[src/rtl/usbf_ep_tx_fifo_if.sv]
// rtl/usbf_ep_tx_fifo_if.sv - write/packet-engine bundle for the endpoint TX FIFO
// Purpose: groups every non-clock, non-reset signal of usbf_ep_tx_fifo.
// Ports (signals):
//   wt_req_i/wt_data_i          - one-cycle write strobe and write data
//   flush_i                     - one-cycle flush strobe
//   tx_start_i/tx_len_i         - packet start strobe and length in words
//   tx_ready_i/tx_abort_i       - packet engine accept and abandon
//   tx_pkt_req_o/tx_pkt_len_o   - packet pending and latched length
//   tx_valid_o/tx_data_o/tx_last_o - streamed word, fall-through head of FIFO
//   tx_complete_o/tx_busy_o/tx_err_o/count_o - status
// Modports: master drives the inputs of the FIFO, slave is the FIFO itself.
interface usbf_ep_tx_fifo_if #(
    parameter int DATA_W = 8,
    parameter int DEPTH  = 64,
    parameter int LEN_W  = 11
);
    localparam int CNT_W = $clog2(DEPTH) + 1;

    logic              wt_req_i;
    logic [DATA_W-1:0] wt_data_i;
    logic              flush_i;
    logic              tx_start_i;
    logic [LEN_W-1:0]  tx_len_i;
    logic              tx_ready_i;
    logic              tx_abort_i;
    logic              tx_pkt_req_o;
    logic [LEN_W-1:0]  tx_pkt_len_o;
    logic              tx_valid_o;
    logic [DATA_W-1:0] tx_data_o;
    logic              tx_last_o;
    logic              tx_complete_o;
    logic              tx_busy_o;
    logic              tx_err_o;
    logic [CNT_W-1:0]  count_o;

    modport master (
        output wt_req_i, wt_data_i, flush_i, tx_start_i, tx_len_i, tx_ready_i, tx_abort_i,
        input  tx_pkt_req_o, tx_pkt_len_o, tx_valid_o, tx_data_o, tx_last_o,
               tx_complete_o, tx_busy_o, tx_err_o, count_o
    );

    modport slave (
        input  wt_req_i, wt_data_i, flush_i, tx_start_i, tx_len_i, tx_ready_i, tx_abort_i,
        output tx_pkt_req_o, tx_pkt_len_o, tx_valid_o, tx_data_o, tx_last_o,
               tx_complete_o, tx_busy_o, tx_err_o, count_o
    );
endinterface

[src/rtl/usbf_ep_tx_fifo.sv]
// rtl/usbf_ep_tx_fifo.sv - USB endpoint transmit FIFO with packet sequencer
// Purpose: stores endpoint words and streams them as length-bounded packets
// to the packet engine, first-word fall-through, single PHY clock domain.
// Ports:
//   phy_clk_i - clock
//   rst_i     - asynchronous active-high reset
//   bus       - usbf_ep_tx_fifo_if.slave (write side, packet engine side, status)
module usbf_ep_tx_fifo #(
    parameter int DATA_W = 8,
    parameter int DEPTH  = 64,
    parameter int LEN_W  = 11
) (
    input  logic               phy_clk_i,
    input  logic               rst_i,
    usbf_ep_tx_fifo_if.slave   bus
);
    localparam int AW = $clog2(DEPTH);
    localparam logic [AW:0]      PTR_ONE = 1;
    localparam logic [LEN_W-1:0] LEN_ONE = 1;

    typedef enum logic [1:0] {ST_IDLE, ST_SEND, ST_DONE} state_t;

    state_t            state_q, state_d;
    logic [AW:0]       wr_ptr_q, wr_ptr_d;
    logic [AW:0]       rd_ptr_q, rd_ptr_d;
    logic [LEN_W-1:0]  remaining_q, remaining_d;
    logic [LEN_W-1:0]  pkt_len_q, pkt_len_d;
    logic              err_q, err_d;

    logic [DATA_W-1:0] mem [DEPTH];

    logic              full;
    logic              empty;
    logic              wr_en;
    logic              tx_valid;
    logic              pop;
    logic [AW:0]       count;

    // Extra pointer MSB distinguishes full from empty; the difference is the fill level.
    assign count = wr_ptr_q - rd_ptr_q;
    assign empty = (wr_ptr_q == rd_ptr_q);
    assign full  = (wr_ptr_q[AW] != rd_ptr_q[AW]) && (wr_ptr_q[AW-1:0] == rd_ptr_q[AW-1:0]);

    // Fullness is judged on the current pointers, so a same-cycle pop cannot rescue a write.
    assign wr_en    = bus.wt_req_i && !full && !bus.flush_i;
    assign tx_valid = (state_q == ST_SEND) && !empty && (remaining_q != '0);
    assign pop      = tx_valid && bus.tx_ready_i && !bus.flush_i;

    always_ff @(posedge phy_clk_i) begin
        if (wr_en) begin
            mem[wr_ptr_q[AW-1:0]] <= bus.wt_data_i;
        end
    end

    always_comb begin
        state_d     = state_q;
        wr_ptr_d    = wr_ptr_q;
        rd_ptr_d    = rd_ptr_q;
        remaining_d = remaining_q;
        pkt_len_d   = pkt_len_q;
        err_d       = err_q;
        if (bus.flush_i) begin
            state_d     = ST_IDLE;
            wr_ptr_d    = '0;
            rd_ptr_d    = '0;
            remaining_d = '0;
            err_d       = 1'b0;
        end else begin
            if (wr_en) begin
                wr_ptr_d = wr_ptr_q + PTR_ONE;
            end
            if (bus.wt_req_i && full) begin
                err_d = 1'b1;
            end
            if (pop) begin
                rd_ptr_d    = rd_ptr_q + PTR_ONE;
                remaining_d = remaining_q - LEN_ONE;
            end
            case (state_q)
                ST_IDLE: begin
                    if (bus.tx_start_i) begin
                        state_d     = ST_SEND;
                        remaining_d = bus.tx_len_i;
                        pkt_len_d   = bus.tx_len_i;
                    end
                end
                ST_SEND: begin
                    if (bus.tx_abort_i) begin
                        state_d     = ST_IDLE;
                        remaining_d = '0;
                        err_d       = 1'b1;
                    end else if ((remaining_q == '0) || (pop && (remaining_q == LEN_ONE))) begin
                        // Zero-length packets spend exactly one cycle in SEND.
                        state_d = ST_DONE;
                    end
                end
                ST_DONE: begin
                    state_d = ST_IDLE;
                end
                default: begin
                    state_d = ST_IDLE;
                end
            endcase
        end
    end

    always_ff @(posedge phy_clk_i or posedge rst_i) begin
        if (rst_i) begin
            state_q     <= ST_IDLE;
            wr_ptr_q    <= '0;
            rd_ptr_q    <= '0;
            remaining_q <= '0;
            pkt_len_q   <= '0;
            err_q       <= 1'b0;
        end else begin
            state_q     <= state_d;
            wr_ptr_q    <= wr_ptr_d;
            rd_ptr_q    <= rd_ptr_d;
            remaining_q <= remaining_d;
            pkt_len_q   <= pkt_len_d;
            err_q       <= err_d;
        end
    end

    assign bus.tx_pkt_req_o  = (state_q == ST_SEND);
    assign bus.tx_pkt_len_o  = pkt_len_q;
    assign bus.tx_valid_o    = tx_valid;
    assign bus.tx_data_o     = mem[rd_ptr_q[AW-1:0]];
    assign bus.tx_last_o     = tx_valid && (remaining_q == LEN_ONE);
    assign bus.tx_complete_o = (state_q == ST_DONE);
    assign bus.tx_busy_o     = (state_q != ST_IDLE);
    assign bus.tx_err_o      = err_q;
    assign bus.count_o       = count;
endmodule

[src/flat_wrapper.sv]
// flat-port wrapper written by rule: the top's interface ports become plain ports
module usbf_ep_tx_fifo_flat 
#(
    parameter int DATA_W = 8,
    parameter int DEPTH  = 64,
    parameter int LEN_W  = 11
)
  (phy_clk_i, rst_i, bus_wt_req_i, bus_wt_data_i, bus_flush_i, bus_tx_start_i, bus_tx_len_i, bus_tx_ready_i, bus_tx_abort_i, bus_tx_pkt_req_o, bus_tx_pkt_len_o, bus_tx_valid_o, bus_tx_data_o, bus_tx_last_o, bus_tx_complete_o, bus_tx_busy_o, bus_tx_err_o, bus_count_o);
  usbf_ep_tx_fifo_if #(.DATA_W(DATA_W), .DEPTH(DEPTH), .LEN_W(LEN_W)) bus_i ();
  input  logic phy_clk_i;
  input  logic rst_i;
  input wire logic [$bits(bus_i.wt_req_i)-1:0] bus_wt_req_i;
  input wire logic [$bits(bus_i.wt_data_i)-1:0] bus_wt_data_i;
  input wire logic [$bits(bus_i.flush_i)-1:0] bus_flush_i;
  input wire logic [$bits(bus_i.tx_start_i)-1:0] bus_tx_start_i;
  input wire logic [$bits(bus_i.tx_len_i)-1:0] bus_tx_len_i;
  input wire logic [$bits(bus_i.tx_ready_i)-1:0] bus_tx_ready_i;
  input wire logic [$bits(bus_i.tx_abort_i)-1:0] bus_tx_abort_i;
  output wire logic [$bits(bus_i.tx_pkt_req_o)-1:0] bus_tx_pkt_req_o;
  output wire logic [$bits(bus_i.tx_pkt_len_o)-1:0] bus_tx_pkt_len_o;
  output wire logic [$bits(bus_i.tx_valid_o)-1:0] bus_tx_valid_o;
  output wire logic [$bits(bus_i.tx_data_o)-1:0] bus_tx_data_o;
  output wire logic [$bits(bus_i.tx_last_o)-1:0] bus_tx_last_o;
  output wire logic [$bits(bus_i.tx_complete_o)-1:0] bus_tx_complete_o;
  output wire logic [$bits(bus_i.tx_busy_o)-1:0] bus_tx_busy_o;
  output wire logic [$bits(bus_i.tx_err_o)-1:0] bus_tx_err_o;
  output wire logic [$bits(bus_i.count_o)-1:0] bus_count_o;
  assign bus_i.wt_req_i = bus_wt_req_i;
  assign bus_i.wt_data_i = bus_wt_data_i;
  assign bus_i.flush_i = bus_flush_i;
  assign bus_i.tx_start_i = bus_tx_start_i;
  assign bus_i.tx_len_i = bus_tx_len_i;
  assign bus_i.tx_ready_i = bus_tx_ready_i;
  assign bus_i.tx_abort_i = bus_tx_abort_i;
  assign bus_tx_pkt_req_o = bus_i.tx_pkt_req_o;
  assign bus_tx_pkt_len_o = bus_i.tx_pkt_len_o;
  assign bus_tx_valid_o = bus_i.tx_valid_o;
  assign bus_tx_data_o = bus_i.tx_data_o;
  assign bus_tx_last_o = bus_i.tx_last_o;
  assign bus_tx_complete_o = bus_i.tx_complete_o;
  assign bus_tx_busy_o = bus_i.tx_busy_o;
  assign bus_tx_err_o = bus_i.tx_err_o;
  assign bus_count_o = bus_i.count_o;
  usbf_ep_tx_fifo #(.DATA_W(DATA_W), .DEPTH(DEPTH), .LEN_W(LEN_W)) u_core (.phy_clk_i(phy_clk_i), .rst_i(rst_i), .bus(bus_i));
endmodule
[config.mk]
export PLATFORM = sky130hd
export DESIGN_NAME = usbf_ep_tx_fifo_flat
export DESIGN_NICKNAME = d
export VERILOG_FILES = /design/src/rtl/usbf_ep_tx_fifo_if.sv /design/src/rtl/usbf_ep_tx_fifo.sv /design/src/flat_wrapper.sv
export SDC_FILE = /design/constraint.sdc
export NUM_CORES = 1
export LEC_CHECK = 0
export BUFFER_PORTS_ARGS = -buffer_cell sky130_fd_sc_hd__buf_2
export CAP_MARGIN = 20
export CELL_PAD_IN_SITES_DETAIL_PLACEMENT = 1
export CELL_PAD_IN_SITES_GLOBAL_PLACEMENT = 1
export CORE_MARGIN = 2
export CORE_UTILIZATION = 50
export DETAILED_ROUTE_END_ITERATION = 10
export PLACE_DENSITY_LB_ADDON = 0.1
export SLEW_MARGIN = 20
export SYNTH_ARGS = -nofsm -noshare
export SYNTH_HDL_FRONTEND = slang
export SYNTH_SLANG_ARGS = --single-unit
[constraint.sdc]
create_clock -name phy_clk_i -period 7.55 [get_ports phy_clk_i]
set_input_delay 1.51 -clock phy_clk_i [delete_from_list [all_inputs] [get_ports phy_clk_i]]
set_output_delay 1.51 -clock phy_clk_i [all_outputs]
set_load 0.005 [all_outputs]
# Yosys cells after proc, flatten, opt, wreduce, memory -nomap -nowiden
# Memories as Yosys holds them, arrays and structs flattened.
# Cells that the tools add are included.
# word_totals
register_bits,39
ram_bits,512
in_bits,26
output_inout_bits,32
wordCells,62
memories,1
# op_classes
n_addsub,4
eq_ne,8
n_mux,20
bitwise_logic,1
n_reduce_logical,22
# mem_list
memory,depth,width,read_ports,rd_clocked_by_memory_dff,write_ports,line,text
u_core.mem,64,8,1,0,1,usbf_ep_tx_fifo.sv:30,logic [DATA_W-1:0] mem [DEPTH];
# ops
operator,count
$mux W11,4
$mux W7,4
$pmux W11 S2,1
$add A7 B1 Y7 const B,2
$eq A11 B1 Y1 const B,1
$logic_not A11 Y1,1
$reduce_bool A11 Y1,1
$sub A11 B1 Y11 const B,1
$logic_and A1 B1 Y1,10
$mux W2,4
$eq A7 B7 Y1,1
$sub A7 B7 Y7,1
$eq A6 B6 Y1,1
$mux W1,6
$reduce_bool A2 Y1,3
$ne A4 B3 Y1 const B,1
$pmux W2 S2,1
$logic_not A1 Y1,3
$ne A3 B3 Y1 const B,1
$reduce_and A3 Y1,1
$eq A2 B1 Y1 const B,1
$eq A2 B2 Y1 const B,1
$logic_not A2 Y1,1
$reduce_and A2 Y1,1
3 further kinds,3

# Logic depth before layout (Yosys ltp)
# depth
ltp_word,12
mapped_depth,11
ltp_nobuf,9

# Worst setup path after synthesis
# Ideal clock, no wire load.
# synth_path
path_type,register to output
start,register u_core.rd_ptr_q[0]
end,output port bus_tx_data_o[4]
arrival_time_ns,1.901
t_required_ns,6.040
setup_slack_ns,4.139
stages_incl_launch_ff,7
path_buffers,2
path_cell_list,dfrtp_1 buf_2 buf_2 mux4_2 a22oi_1 nand2_1 a32o_1
# synth_via
elab_chain_len,1
# synth_rtl
element,line,text
start: declaration,usbf_ep_tx_fifo.sv:25,"logic [AW:0] rd_ptr_q, rd_ptr_d;"
start signal: assignment,usbf_ep_tx_fifo.sv:118,rd_ptr_q <= rd_ptr_d;
$mem_v2 Z64 W8,n/a,
end: declaration,flat_wrapper.sv:22,output wire logic [$bits(bus_i.tx_data_o)-1:0] bus_tx_data_o;
# No other way between the ends.

# Worst setup path after layout
# layout_path
start,register u_core.rd_ptr_q[1]
end,output port bus_tx_data_o[7]
# The elaborated chain is that of the path after synthesis.

==> flow_metrics.env <==
export IMPL_drt_iter0_drc=1125
export IMPL_vias=11500
export IMPL_period_minus_slack_ps=5430
export IMPL_fin_hold_ws_ps=469
export IMPL_tightest_slew_ps=1020
export IMPL_ys_types=56
export IMPL_setup_tns_ps=0
export IMPL_synth_edff_count=512
export IMPL_p_clk_share_pct=44.1
export IMPL_crit_type="flop to primary output"
export IMPL_synth_fp_nets=1236
export IMPL_synth_xor_area_share_pct=0.992
export IMPL_end_kind="primary output"
export IMPL_hp_class="flop to flop"
export IMPL_rows=76
export IMPL_finalMaxSlewViolations=0
export IMPL_synth_seq_cells=551
export IMPL_rsz0062_at_grt="no"
export IMPL_outcome="finished, final reports clean"
export IMPL_arrival_ps=3920
export IMPL_ys_warn_count=0
export IMPL_antennaDiodeCount=0
export IMPL_drtPass1Iterations=5
export IMPL_cts_resized=0
export IMPL_fmax_mhz=184
export IMPL_drive_gt1_share_pct=21.2
export IMPL_p_seq_share_pct=52.1
export IMPL_synth_simple_gate_area_share_pct=5.23
export IMPL_place_area_um2=22900
export IMPL_grt_ovfl_total=0
export IMPL_hold_buffers=0
export IMPL_cap_violations=0
export IMPL_required_ps=6040
export IMPL_fin_crit_sh_pct=71.9
export IMPL_gp_congestion=0.809
export IMPL_synth_top_family_by_area="multiplexers"
export IMPL_grt_pass1_wl_um=82200
export IMPL_power_frac_comb_pct=3.8
export IMPL_cts_root_buffer_cell="clkbuf_16"
export IMPL_ir_worst_vdd_uv=209
export IMPL_async_flop_share_pct=7.08
export IMPL_power_mw=6.48
export IMPL_ys_flop_type="edfxtp_1"
export IMPL_start_util_pct=50.8
export IMPL_chipHeight_um=214
export IMPL_seq_area_um2=16400
export IMPL_grt_use_total_pct=25.5
export IMPL_ys_top_cells_by_area="edfxtp_1 70%, mux4_2 11%, dfrtp_1 4.4%, mux2i_1 1.9%, nor2_1 1.8%"
export IMPL_synthCells=1199
export IMPL_worstSetupStartpointType="flop"
export IMPL_dp_cells=1798
export IMPL_die_w_um=214
export IMPL_post_drt_wl_per_cell_um=29.4
export IMPL_antenna_found_initial=0
export IMPL_grt_max_degree=113
export IMPL_clock_sinks=551
export IMPL_insertion_delay_ps=630
export IMPL_setup_viol=0
export IMPL_drc=0
export IMPL_nFillCells=3827
export IMPL_area_growth_pct=12.9
export IMPL_io_buffer_count=57
export IMPL_core_um2=43200
export IMPL_internal_power_mw=5.14
export IMPL_routed_wl_um=55800
export IMPL_htreeDepth=2
export IMPL_p_per_area_nw_per_um2=262
export IMPL_viasPerCell=6.05
export IMPL_power_switching_mw=1.34
export IMPL_netlist_area_um2=21900
export IMPL_synth_top_cell_by_area="edfxtp_1"
export IMPL_crit_fanout=112
export IMPL_post_cts_setup_buffers=0
export IMPL_grt_pass1_vias=11900
export IMPL_relSlewSlack_pct=32.0
export IMPL_ant_nets=0
export IMPL_die_area_um2=45600
export IMPL_seq_area_frac_synth_pct=74.5
export IMPL_final_cell_area_um2=24800
export IMPL_multi_input_area_um2=5280
export IMPL_synth_top_area_share_pct=70.1
export IMPL_final_cells=1900
export IMPL_swShare_pct=20.7
export IMPL_power_leakage_nw=7.88
export IMPL_cts_buffers=55
export IMPL_synth_fa_ha_area_share_pct=0.661
export IMPL_syn_avg_cell_area_um2=18.3
export IMPL_synthMuxAreaShare_pct=12.7
export IMPL_hold_viol=0
export IMPL_nets=1307
export IMPL_clk_pin_slew_ps=60
export IMPL_cts_tree="done"
export IMPL_fin_skew_ps=18.3
export IMPL_io_pins=58
export IMPL_clk_path_buf_depth=3
export IMPL_hpwl_um=34900
export IMPL_synth_compound_area_share_pct=4.45
metrics by stage:
stage,utilization [%],setup slack [ps]
global placement,53.0,2770
detailed placement,53.0,2510
finish,57.4,2120
global route,57.4,1930
CTS,57.4,2060
floorplan,-,4140
path summary, 6_finish.rpt:
path / from / end / slack, ps / depth (start not counted)
worst min-delay path: u_core.bus.tx_pkt_len_o[7] / u_core.bus.tx_pkt_len_o[7] / 470 / 2
worst min register to register: u_core.bus.tx_pkt_len_o[7] / u_core.bus.tx_pkt_len_o[7] / 470 / 2
worst max-delay path: u_core.rd_ptr_q[1] / bus_tx_data_o[7] / 2120 / 7
max in group asynchronous: rst_i / u_core.rd_ptr_q[0] / 6110 / 3
worst max register to register: u_core.rd_ptr_q[5] / u_core.mem[60][3] / 2410 / 8
min in group asynchronous: rst_i / u_core.wr_ptr_q[3] / 1010 / 3
cells in the final DEF, fill, tap and decap left out, types with 4 or more instances in the layout:
| master | count |
|---|---|
| a2111oi_0 | 4 |
| a211oi_1 | 7 |
| a21oi_1 | 30 |
| a221oi_1 | 4 |
| a22o_1 | 8 |
| a22oi_1 | 32 |
| a32o_1 | 4 |
| buf_2 | 57 |
| buf_4 | 19 |
| bufinv_16 | 10 |
| clkbuf_1 | 10 |
| clkbuf_16 | 55 |
| clkinv_1 | 13 |
| clkinv_2 | 10 |
| dfrtp_1 | 37 |
| edfxtp_1 | 512 |
| ha_1 | 10 |
| inv_1 | 10 |
| mux2i_1 | 42 |
| mux4_2 | 104 |
| nand2_1 | 67 |
| nand3_1 | 14 |
| nand3b_1 | 6 |
| nand4_1 | 7 |
| nor2_1 | 100 |
| nor2_2 | 4 |
| nor2b_1 | 15 |
| nor3_1 | 4 |
| nor4_1 | 8 |
| o211ai_1 | 4 |
| o21ai_0 | 22 |
| o221ai_1 | 12 |
| o31ai_1 | 4 |
| or3_1 | 4 |
| xnor2_1 | 11 |
| xor2_1 | 12 |
cell type report:
type                    instances  share of cell area, %
clock inverters                36                   1.85
repair buffers                 78                   1.89
multi-input cells             571                   21.3
inverters                      13                  0.197
clock buffers                  66                   5.76
flip-flops and latches        551                   66.0
well taps                     585                   2.95
registers in the layout, indices dropped and copies added, names as in the netlist:
signal	cells
u_core.bus.tx_pkt_len_o	11
u_core.remaining_q	11
u_core.bus.tx_err_o	1
u_core.mem	512
u_core.wr_ptr_q	7
u_core.rd_ptr_q	7
u_core.state_q	2
worst max-delay path, cell delays in order (launching register included):
cell,delay (ps)
dfrtp_4,820
buf_12,630
mux4_2,450
a22oi_1,390
a21oi_1,140
o21ai_0,340
nand3_1,240
buf_2,190
routing by layer:
layer  GRT usage, %  up-vias  routed length, µm
met2           40.2      382              26900
met5              0        -                  0
met3           4.72       82               3330
met1           36.6     6087              24100
met4           7.54        0               1520
li1               -     4947                  -
power by group through the flow:
stage / sequential [mW] / combinational [mW] / clock [mW]
final: 3.38 / 0.243 / 2.86
after global routing: 3.38 / 0.266 / 3.02
after CTS: 3.38 / 0.249 / 2.91
after detailed placement: 3.44 / 0.249 / 0
after global placement: 3.44 / 0.245 / 0
after floorplan: 3.43 / 0.125 / 0
kinds of logic after synthesis:
group	count (synthesis)
mux	148
compound gates	140
buf+inv	77
fa+ha+maj	11
simple gates	248
xor+xnor	24
flops	551
synthesized netlist by cell type, drive strengths merged, types with 2 or more instances:
library cell	count
clkbuf	34
o22ai	2
nor4	8
o31ai	5
nor2b	15
a221oi	4
o21ai	22
inv	12
nor3	4
ha	10
nand3	14
xor2	13
or3b	3
nand2	67
a21o	2
mux4	104
nor3b	4
a32o	4
o221ai	12
nor2	104
a21oi	30
nand4	7
o211ai	4
mux2i	42
or3	4
mux2	2
buf	30
nand2b	3
edfxtp	512
a22oi	32
and3	3
a211oi	7
xnor2	11
nor4b	2
a22o	8
nand3b	6
dfrtp	39
a2111oi	4
(Power assumes the default switching activity.)
